$ cat config.mk
export PLATFORM = sky130hd
export DESIGN_NAME = uart_tx_arbiter
export DESIGN_NICKNAME = d
export VERILOG_FILES = /design/src/rtl/uart_tx_arbiter_pkg.sv /design/src/rtl/uart_tx_serializer.sv /design/src/rtl/uart_tx_arbiter.sv
export SDC_FILE = /design/constraint.sdc
export NUM_CORES = 1
export LEC_CHECK = 0
export CAP_MARGIN = 20
export CORE_MARGIN = 2
export CORE_UTILIZATION = 25
export DETAILED_ROUTE_END_ITERATION = 12
export DONT_BUFFER_PORTS = 1
export GPL_TIMING_DRIVEN = 0
export HOLD_SLACK_MARGIN = 0.06
export PLACE_DENSITY = 0.46
export SYNTH_ARGS = -nofsm -noshare
export SYNTH_HDL_FRONTEND = slang
export SYNTH_HIERARCHICAL = 1
export SYNTH_SLANG_ARGS = --single-unit
export TNS_END_PERCENT = 50
$ cat constraint.sdc
create_clock -name clk_i -period 10.2 [get_ports clk_i]
set_input_delay 2.04 -clock clk_i [delete_from_list [all_inputs] [get_ports clk_i]]
set_output_delay 2.04 -clock clk_i [all_outputs]
set_load 0.05 [all_outputs]
$ cat src/rtl/uart_tx_arbiter_pkg.sv
// Shared types and helpers for the UART transmit arbiter and its serializer.
package uart_tx_arbiter_pkg;

    typedef enum logic [1:0] {
        StIdle,
        StStart,
        StData,
        StStop
    } uart_state_e;

    localparam int unsigned DATA_W = 8;
    localparam logic [DATA_W-1:0] LF_CHAR = 8'h0A;

    // Zero bits above the real requester count make a modulo-8 scan equal a modulo-N scan.
    function automatic logic [7:0] rr_pick(input logic [7:0] valid, input logic [2:0] start_idx);
        logic [7:0] pick;
        logic [2:0] idx;
        logic       found;
        pick  = '0;
        found = 1'b0;
        for (int i = 0; i < 8; i++) begin
            idx = start_idx + 3'(i);
            if (!found && valid[idx]) begin
                pick[idx] = 1'b1;
                found     = 1'b1;
            end
        end
        return pick;
    endfunction

endpackage

$ cat src/rtl/uart_tx_serializer.sv
// 8N1 serializer: start bit, eight data bits LSB first, stop bit, ClksPerBit cycles each.
module uart_tx_serializer
    import uart_tx_arbiter_pkg::*;
#(
    parameter int unsigned ClksPerBit = 10
) (
    input  logic              clk_i,
    input  logic              rst_i,
    input  logic              start_i,
    input  logic [DATA_W-1:0] data_i,
    output logic              busy_o,
    output logic              done_o,
    output logic              tx_o
);

    localparam int unsigned CntW = $clog2(ClksPerBit);

    uart_state_e       state_q, state_d;
    logic [CntW-1:0]   cnt_q, cnt_d;
    logic [2:0]        bit_q, bit_d;
    logic [DATA_W-1:0] shift_q, shift_d;
    logic              bit_end;

    assign bit_end = (cnt_q == CntW'(ClksPerBit - 1));
    assign busy_o  = (state_q != StIdle);

    always_ff @(posedge clk_i or posedge rst_i) begin
        if (rst_i) begin
            state_q <= StIdle;
            cnt_q   <= '0;
            bit_q   <= '0;
            shift_q <= '0;
        end else begin
            state_q <= state_d;
            cnt_q   <= cnt_d;
            bit_q   <= bit_d;
            shift_q <= shift_d;
        end
    end

    always_comb begin
        state_d = state_q;
        cnt_d   = bit_end ? '0 : cnt_q + 1'b1;
        bit_d   = bit_q;
        shift_d = shift_q;
        done_o  = 1'b0;
        tx_o    = 1'b1;
        case (state_q)
            StIdle: begin
                cnt_d = '0;
                if (start_i) begin
                    state_d = StStart;
                    shift_d = data_i;
                    bit_d   = '0;
                end
            end
            StStart: begin
                tx_o = 1'b0;
                if (bit_end) state_d = StData;
            end
            StData: begin
                tx_o = shift_q[0];
                if (bit_end) begin
                    shift_d = shift_q >> 1;
                    if (bit_q == 3'd7) state_d = StStop;
                    else bit_d = bit_q + 3'd1;
                end
            end
            StStop: begin
                if (bit_end) begin
                    state_d = StIdle;
                    done_o  = 1'b1;
                end
            end
            default: state_d = StIdle;
        endcase
    end

endmodule

$ cat src/rtl/uart_tx_arbiter.sv
// Round-robin, line-locking arbiter that shares one 8N1 UART transmit line between requesters.
module uart_tx_arbiter
    import uart_tx_arbiter_pkg::*;
#(
    parameter int unsigned NUM_REQ     = 4,
    parameter int unsigned CLK_FREQ_HZ = 100_000_000,
    parameter int unsigned BAUD        = 256_000,
    parameter int unsigned MAX_BURST   = 64
) (
    input  logic                   clk_i,
    input  logic                   rst_i,
    input  logic [NUM_REQ-1:0]     req_valid_i,
    input  logic [NUM_REQ*8-1:0]   req_data_i,
    output logic [NUM_REQ-1:0]     req_ready_o,
    output logic [NUM_REQ-1:0]     grant_o,
    output logic                   busy_o,
    output logic                   uart_tx_o
);

    localparam int unsigned CLKS_PER_BIT = CLK_FREQ_HZ / BAUD;
    localparam int unsigned IDX_W        = $clog2(NUM_REQ);

    if (CLKS_PER_BIT < 2 || NUM_REQ < 2 || NUM_REQ > 8 || MAX_BURST < 1 || MAX_BURST > 255)
    begin : g_param_check
        $error("uart_tx_arbiter: illegal parameter combination");
    end

    logic             lock_q, lock_d;
    logic [IDX_W-1:0] rr_q, rr_d;
    logic             rr_seen_q, rr_seen_d;
    logic [7:0]       burst_q, burst_d;
    logic             lf_q, lf_d;

    logic               ser_busy, ser_done;
    logic               owner_valid, keep, lock_live, accept;
    logic [2:0]         scan_start;
    logic [7:0]         valid_ext, pick_all;
    logic [NUM_REQ-1:0] win, owner_oh;
    logic [IDX_W-1:0]   win_idx;
    logic [DATA_W-1:0]  win_data;
    logic               unused_pick;

    assign owner_valid = req_valid_i[rr_q];
    assign keep        = lock_q && owner_valid && (burst_q < 8'(MAX_BURST));
    // An idle owner that dropped valid loses the lock in this very cycle.
    assign lock_live   = lock_q && (ser_busy || owner_valid);
    assign valid_ext   = 8'(req_valid_i);
    assign pick_all    = rr_pick(valid_ext, scan_start);
    assign unused_pick = ^pick_all;

    // rr_q always names the last winner, so the scan resumes just past it; reset starts at 0.
    always_comb begin
        scan_start = 3'd0;
        if (rr_seen_q && rr_q != IDX_W'(NUM_REQ - 1)) scan_start = 3'(rr_q) + 3'd1;
    end

    always_comb begin
        win      = '0;
        owner_oh = '0;
        win_idx  = '0;
        win_data = '0;
        owner_oh[rr_q] = 1'b1;
        if (!ser_busy) begin
            if (keep) win = owner_oh;
            else win = pick_all[NUM_REQ-1:0];
        end
        for (int k = 0; k < NUM_REQ; k++) begin
            if (win[k]) begin
                win_idx  = IDX_W'(k);
                win_data = req_data_i[8*k +: 8];
            end
        end
    end

    assign accept      = |win;
    assign req_ready_o = win;
    assign grant_o     = win | (lock_live ? owner_oh : '0);
    assign busy_o      = ser_busy;

    always_comb begin
        lock_d    = lock_q;
        rr_d      = rr_q;
        rr_seen_d = rr_seen_q;
        burst_d   = burst_q;
        lf_d      = lf_q;
        if (accept) begin
            lock_d    = 1'b1;
            rr_d      = win_idx;
            rr_seen_d = 1'b1;
            burst_d   = keep ? burst_q + 8'd1 : 8'd1;
            lf_d      = (win_data == LF_CHAR);
        end else if (!ser_busy && lock_q && !owner_valid) begin
            lock_d  = 1'b0;
            burst_d = '0;
        end
        if (ser_done && (lf_q || burst_q == 8'(MAX_BURST))) begin
            lock_d  = 1'b0;
            burst_d = '0;
        end
    end

    always_ff @(posedge clk_i or posedge rst_i) begin
        if (rst_i) begin
            lock_q    <= 1'b0;
            rr_q      <= '0;
            rr_seen_q <= 1'b0;
            burst_q   <= '0;
            lf_q      <= 1'b0;
        end else begin
            lock_q    <= lock_d;
            rr_q      <= rr_d;
            rr_seen_q <= rr_seen_d;
            burst_q   <= burst_d;
            lf_q      <= lf_d;
        end
    end

    uart_tx_serializer #(
        .ClksPerBit(CLKS_PER_BIT)
    ) u_serializer (
        .clk_i  (clk_i),
        .rst_i  (rst_i),
        .start_i(accept),
        .data_i (win_data),
        .busy_o (ser_busy),
        .done_o (ser_done),
        .tx_o   (uart_tx_o)
    );

endmodule

==> run summary <==
Tmin final = 7.29 ns
EDFF count, synth = 0
Register bit total from synthesis = 35
Synth Warn # = 6
Layout Nets = 443
CTS H-tree depth = 2
Vias in the first global route = 2,881
R2R Path End = u_serializer/shift_q[2]
Die area = 13,900 sq um
Cell variety after synth = 89
Hold Crit Depth = 1
Post-Syn Area = 3240 sq um
Starting density of the core = 25.7%
Global-route wire length before repair = 14,800 microns
Sinks on Clock Net = 35
Final worst slack = 2.91 ns
Non-filler cells, final = 557
Worst-path maximum fanout = 10
Pwr per Cell Area = 90.6 nW/um^2
Share of cells above drive strength 1 = 13.2%
Hold_sp = u_serializer/shift_q[4]
Pin count of the biggest net entering global routing = 23
Setup crit start kind = input port
Root Driver = clkbuf_16
Period utilization = 71.4%
Top_reg_cell synth = dfrtp_1
Skew final = 0.00570 ns
Max-slew violation count = 0
Worst reg2reg startpoint = rr_q[0]
DP Wirelength = 6690 microns
Worst-path clk slew = 0.06 ns
Sequential fraction of the synthesis area = 27.0%
RD Place Congestion = 0.821
Layout overhead on the synthesized area = 12.2%
Final Hold Vio Count = 0
DP Cell Count = 549
Port buffer count = 0
DRT met1 WL = 4010 microns
Data required time of the worst path = 8.16 ns
Initial DRC count = 226
Grt ovf = 0
Vias = 2,865
Relative slew slack = 33.6%
Crit Path Category = in -> out
Hold_buf cts = 0
Metal2 WL = 4300 microns
RSZ-0062 raised after global routing = false
Post-synth ARST share = 100%
Leakage = 1.56 nW
Antenna viol nets, final = 0
Max Cap Viol = 0
Diodes inserted = 0
Top sig layer = met4
1st-pass router iterations = 4
IR drop worst, VDD = 0.0000832 V
Metal3 WL = 301 microns
Pre-CTS setup slack = 2.95 ns
TritonCTS clock tree = done
Highest clock rate = 137 MHz
Worst EP arrival = 5.25 ns
GRT Overall Usage = 12.8%
Initial antenna violation count = 0
Most frequent cells in the layout = nor2_1, dfrtp_1, nand2_1
Cell Rows = 41
Cells after synthesis = 374
Die height = 118 microns
Buffer levels on the longest clock path = 2
Status = complete, no violations
Mean Syn Cell Area = 8.66 sq um
Hold Slack = 0.496 ns
Worst R2R Path Depth = 16
Most common cell after layout, fill and taps aside = nor2_1
Worst Hold Path EP = u_serializer/shift_q[4]
Critical path origin = req_valid_i[1]
Power after layout = 0.000329 W
Ports = 48
Vias per cell = 5.14
Final setup fails = 0
Fillcell total = 1,393
Hold Path Class = reg -> reg
Routed WL = 8750 microns
Worst slew pin tran = 0.989 ns
R2R setup slack = 4.77 ns
Number of remaining DRC errors = 0
Core area = 12,600 sq um
Worst-skew pair later-pin latency = 0.27 ns
Post-route setup TNS = 0 ns
Die width = 118 microns
Postcts setup bufs = 0
Post-DR wirelength/cell = 15.7 microns
Post-CTS resize count = 0
Cts bufs inserted = 5
CP endpoint kind = output port
-- worst max-delay path by stage --
stage	endpoint	slack (ns)
after floorplan	grant_o[0]	3.35
after global placement	grant_o[0]	2.97
after detailed placement	grant_o[0]	2.95
after CTS	grant_o[0]	2.90
after global routing	grant_o[0]	2.66
final	grant_o[0]	2.91
-- where the power goes --
part / switching, W / leakage [nW] / internal (W)
clock network: 0.0000581 / 0.0838 / 0.000115
logic: 0.0000114 / 1.04 / 0.00000593
registers: 0 / 0.438 / 0.000139
total: 0.0000694 / 1.56 / 0.000260
-- kinds of logic after synthesis --
group	after synthesis	share of synthesized area (%)
xor gates and xnor gates	8	2.16
and+or+nand+nor	155	27.1
other	2	0.232
adders and majority gates	21	8.11
AOI/OAI and AO/OA	102	25.9
DFF	35	27.0
muxes	7	3.25
buffers and inverters	44	6.14
-- layout make-up --
class | count | area, sq um | area share, %
Buffer | 19 | 105 | 2.89
Clock buffer | 5 | 125 | 3.44
Clock inverter | 3 | 43.8 | 1.20
Inverter | 25 | 93.8 | 2.58
Multi-Input combinational cell | 297 | 2170 | 59.7
Sequential cell | 35 | 876 | 24.1
Tap cell | 172 | 215 | 5.92
Timing Repair Buffer | 1 | 5.00 | 0.138
-- sequential cells by signal (all words and copies together) (netlist names) --
register and cells:
lf_q 1, rr_q 2, rr_seen_q 1, burst_q 8, u_serializer/cnt_q 9, u_serializer/bit_q 3
lock_q 1, u_serializer/state_q 2, u_serializer/shift_q 8
-- stage by stage --
| stage | utilization, % | cell area, sq um |
|---|---|---|
| detailed placement | 27.5 | 3470 |
| CTS | 28.8 | 3630 |
| global placement | 27.4 | 3460 |
| finish | 28.8 | 3630 |
| global route | 28.8 | 3630 |
| floorplan | - | 3250 |
-- synthesized netlist by cell type, types with 4 or more instances --
| cell | number | share of area, % |
|---|---|---|
| a21o_1 | 8 | 1.9 |
| nand3b_1 | 5 | 1.2 |
| xnor2_1 | 7 | 1.9 |
| a211oi_1 | 4 | 0.93 |
| nand3_1 | 12 | 1.9 |
| ha_1 | 21 | 8.1 |
| a31oi_1 | 5 | 0.97 |
| nor3_1 | 4 | 0.62 |
| nand4_1 | 4 | 0.77 |
| and3_1 | 8 | 1.5 |
| nor2b_1 | 7 | 1.4 |
| o22a_1 | 4 | 1.1 |
| nor2_1 | 39 | 4.5 |
| o211a_1 | 4 | 1.2 |
| nand2_1 | 26 | 3.0 |
| buf_2 | 7 | 1.1 |
| clkbuf_1 | 6 | 0.70 |
| o22ai_1 | 9 | 1.7 |
| nor3b_1 | 5 | 1.2 |
| nor4_1 | 5 | 0.97 |
| inv_1 | 22 | 2.6 |
| o21ai_0 | 10 | 1.5 |
| nand2b_1 | 13 | 2.5 |
| dfrtp_1 | 35 | 27 |
| a211o_1 | 7 | 1.9 |
| a21oi_1 | 11 | 1.7 |
-- routing by layer --
metal | global-route usage (%) | vias up
met5 | 0 | -
met4 | 3.69 | 0
met3 | 1.65 | 10
met2 | 21.5 | 66
met1 | 17.2 | 1397
li1 | - | 1392
-- worst max-delay path, cell delays in order --
cell,delay (ns)
or4b_1,0.49
a21o_1,0.23
a2111oi_0,0.45
nor4bb_1,0.35
a21oi_1,0.11
a211oi_2,0.33
clkbuf_1,0.78
a21o_1,0.45
(Power assumes the default switching activity.)
==> RTL change, RTL diff (same settings) <==
`CLK_FREQ_HZ`: 100_000_000 -> 200_000_000.
--- a/src/rtl/uart_tx_arbiter.sv
+++ b/src/rtl/uart_tx_arbiter.sv
@@ -3,7 +3,7 @@
     import uart_tx_arbiter_pkg::*;
 #(
     parameter int unsigned NUM_REQ     = 4,
-    parameter int unsigned CLK_FREQ_HZ = 100_000_000,
+    parameter int unsigned CLK_FREQ_HZ = 200_000_000,
     parameter int unsigned BAUD        = 256_000,
     parameter int unsigned MAX_BURST   = 64
 ) (
Formal check against the unedited RTL: no difference found for any inputs over 10 cycles, from zero or initial values and one cycle with rst_i high; that may be too few to reach the edited logic, so the function may still have changed.
==> RTL change against the original RTL <==
Critical path depth rose by 4. Routed wire length about the same. Synthesized area increased by 1.7%. Count of clock-buffer cells in the layout did not move. Via count is 1.9% lower. Total power increased by 1.9%. Clock skew decreased by 0.0011 ns. Worst setup slack worse by 0.036 ns. Worst hold slack improved by 0.012 ns. First-iteration DRC count fell by 19%. Utilization up 0.19 points. Design area increased by 1.5%. Sequential cell count is 1 higher. Critical path type is now flip-flop to primary output. Largest cell class unchanged.
==> RTL change: results (changes against the original RTL) <==
metric	value	unit	change
count of cell types in the netlist	84		was 89
leading cell types by total area after synthesis	sky130_fd_sc_hd__dfrtp_1 (27%), sky130_fd_sc_hd__ha_1 (8.0%), sky130_fd_sc_hd__nand2_1 (3.6%)		was sky130_fd_sc_hd__dfrtp_1 (27%), sky130_fd_sc_hd__ha_1 (8.1%), sky130_fd_sc_hd__nor2_1 (4.5%)
hold worst-path end	u_serializer/shift_q[3]		was u_serializer/shift_q[4]
clk buf depth	2		unchanged
number of cells traversed by the worst register-to-register path	19		was 16
Gates resized, CTS repair	0		unchanged
number of global-route vias before repair	2846		was 2881
share of post-route cells with drive strength above 1	16.4	%	was 13.2%
largest registers	u_serializer/cnt_q x10, burst_q x8, u_serializer/shift_q x8		was u_serializer/cnt_q x9, burst_q x8, u_serializer/shift_q x8
most numerous cell types in the synthesized netlist	sky130_fd_sc_hd__dfrtp_1 (36), sky130_fd_sc_hd__nand2_1 (32), sky130_fd_sc_hd__nor2_1 (32), sky130_fd_sc_hd__inv_1 (22), sky130_fd_sc_hd__ha_1 (21)		was sky130_fd_sc_hd__nor2_1 (39), sky130_fd_sc_hd__dfrtp_1 (35), sky130_fd_sc_hd__nand2_1 (26), sky130_fd_sc_hd__inv_1 (22), sky130_fd_sc_hd__ha_1 (21)
fraction of the mapped netlist area in compound gates	21.9	%	was 25.9%
run status	complete, no violations		unchanged
via density per instance	5.10		was 5.14
Clock Root Buffer	sky130_fd_sc_hd__clkbuf_16		unchanged
mux contribution to synthesized area	8.55	%	was 3.25%
share of the synthesized netlist area taken by xor and xnor gates	2.39	%	was 2.16%
maximum number of pins on one net before global-route repair	24		was 23
global placement routability congestion	0.854		was 0.821
shortest clock period the worst path allows after layout	7.32	ns	was 7.29 ns
post-detail-place hpwl	6.65	mm	was 6.69 mm
adder and majority gate portion of the synthesized area	7.98	%	was 8.11%
first-pass GRT wire length	14.7	mm	was 14.8 mm
launching point of the worst reg2reg path	rr_q[0]		unchanged
leakage	1.67	nW	was 1.56 nW
drt first-iter violations	182		was 226
number of nets in the final layout	437		was 443
pre-CTS setup slack	2.96	ns	was 2.95 ns
reg-to-reg slack, setup	4.70	ns	was 4.77 ns
largest voltage drop on the vdd net	0.0685	mV	was 0.0832 mV
actual slew at the worst max-slew pin	0.984	ns	was 0.989 ns
arrival time reported for the critical path endpoint	5.28	ns	was 5.25 ns
number of buffers added for setup after CTS	0		unchanged
source of the worst hold timing path	u_serializer/shift_q[3]		was u_serializer/shift_q[4]
# H-tree levels	2		unchanged
Yosys warning count	6		unchanged
later-pin clock latency in the skew report	0.28	ns	
end of the worst register-to-register path	u_serializer/shift_q[5]		was u_serializer/shift_q[2]
share of the yosys chip area belonging to registers	27.4	%	was 27.0%
GR Util All Layers	12.7	%	was 12.8%
DR WL/cell	15.9	um	was 15.7 um
clock tree skew after final layout	0.00455	ns	was 0.00570 ns
number of fillers in the final layout	1425		was 1393
## RTL change: cell count changes in the layout (fill, tap and decap cells not counted), sizes merged, moves of 3 or more
| cell | before | now |
|---|---|---|
| mux2 | 2 | 16 |
| nor2 | 39 | 32 |
| nand2 | 26 | 32 |
| xor2 | 1 | 7 |
| xnor2 | 7 | 2 |
| o22ai | 9 | 5 |
| a31oi | 6 | 3 |
| nor2b | 7 | 4 |
| nor3 | 6 | 3 |
| o22a | 4 | 1 |
## RTL change: cell families after synthesis
group                    Yosys count
buffers and inverters             42
flip-flops                        36
AO/OA/AOI/OAI                     88
AND/OR/NAND/NOR                  149
XOR/XNOR                           9
other                              2
adder cells (fa/ha/maj)           21
multiplexers                      21
## RTL change: how the worst max path moves through the flow
stage | start | end | cells after the start
finish | rr_q[0] | grant_o[0] | 12
global route | rr_q[0] | grant_o[0] | 12
CTS | rr_q[0] | grant_o[0] | 12
detailed placement | req_valid_i[1] | grant_o[0] | 9
global placement | req_valid_i[1] | grant_o[0] | 9
floorplan | req_valid_i[1] | grant_o[0] | 8
## RTL change: critical path, cell delays in order, from the launching register on
cell	delay, ns
sky130_fd_sc_hd__dfrtp_1	0.49
sky130_fd_sc_hd__buf_4	0.24
sky130_fd_sc_hd__inv_1	0.09
sky130_fd_sc_hd__ha_1	0.46
sky130_fd_sc_hd__nand3b_1	0.29
sky130_fd_sc_hd__ha_1	0.54
sky130_fd_sc_hd__mux4_2	0.60
sky130_fd_sc_hd__and2_1	0.21
sky130_fd_sc_hd__o41ai_4	0.37
sky130_fd_sc_hd__a21oi_1	0.17
sky130_fd_sc_hd__a211oi_2	0.34
sky130_fd_sc_hd__clkbuf_1	0.77
sky130_fd_sc_hd__a21o_1	0.44
## RTL change: final cells by class
cell class	instances	area share, %
Multi-Input combinational cell	292	60.0
Sequential cell	36	24.4
Tap cell	172	5.83
Clock buffer	5	3.39
Buffer	17	2.54
Inverter	25	2.54
Clock inverter	3	1.15
Timing Repair Buffer	1	0.136
## RTL change: power breakdown
group | internal (mW) | switching, mW | total [mW]
logic | 0.00594 | 0.0115 | 0.0175
registers | 0.143 | 0 | 0.143
clock network | 0.115 | 0.0606 | 0.175
## RTL change: stage by stage
step	total power [mW]	cells	area (sq um)	hold WS (ns)
after floorplan	0.159	370	3300	0.449
after global placement	0.163	542	3520	0.489
after detailed placement	0.163	543	3520	0.492
after CTS	0.341	551	3690	0.510
after global routing	0.349	551	3690	0.522
final	0.336	551	3690	0.508
## RTL change: per-layer routing
| metal | track usage, % | wire, um | vias to the layer above |
|---|---|---|---|
| met5 | 0 | 0 | - |
| met1 | 17.0 | 4160 | 1379 |
| met2 | 21.2 | 4190 | 63 |
| met4 | 4.09 | 119 | 0 |
| met3 | 1.54 | 277 | 9 |
| li1 | - | - | 1360 |
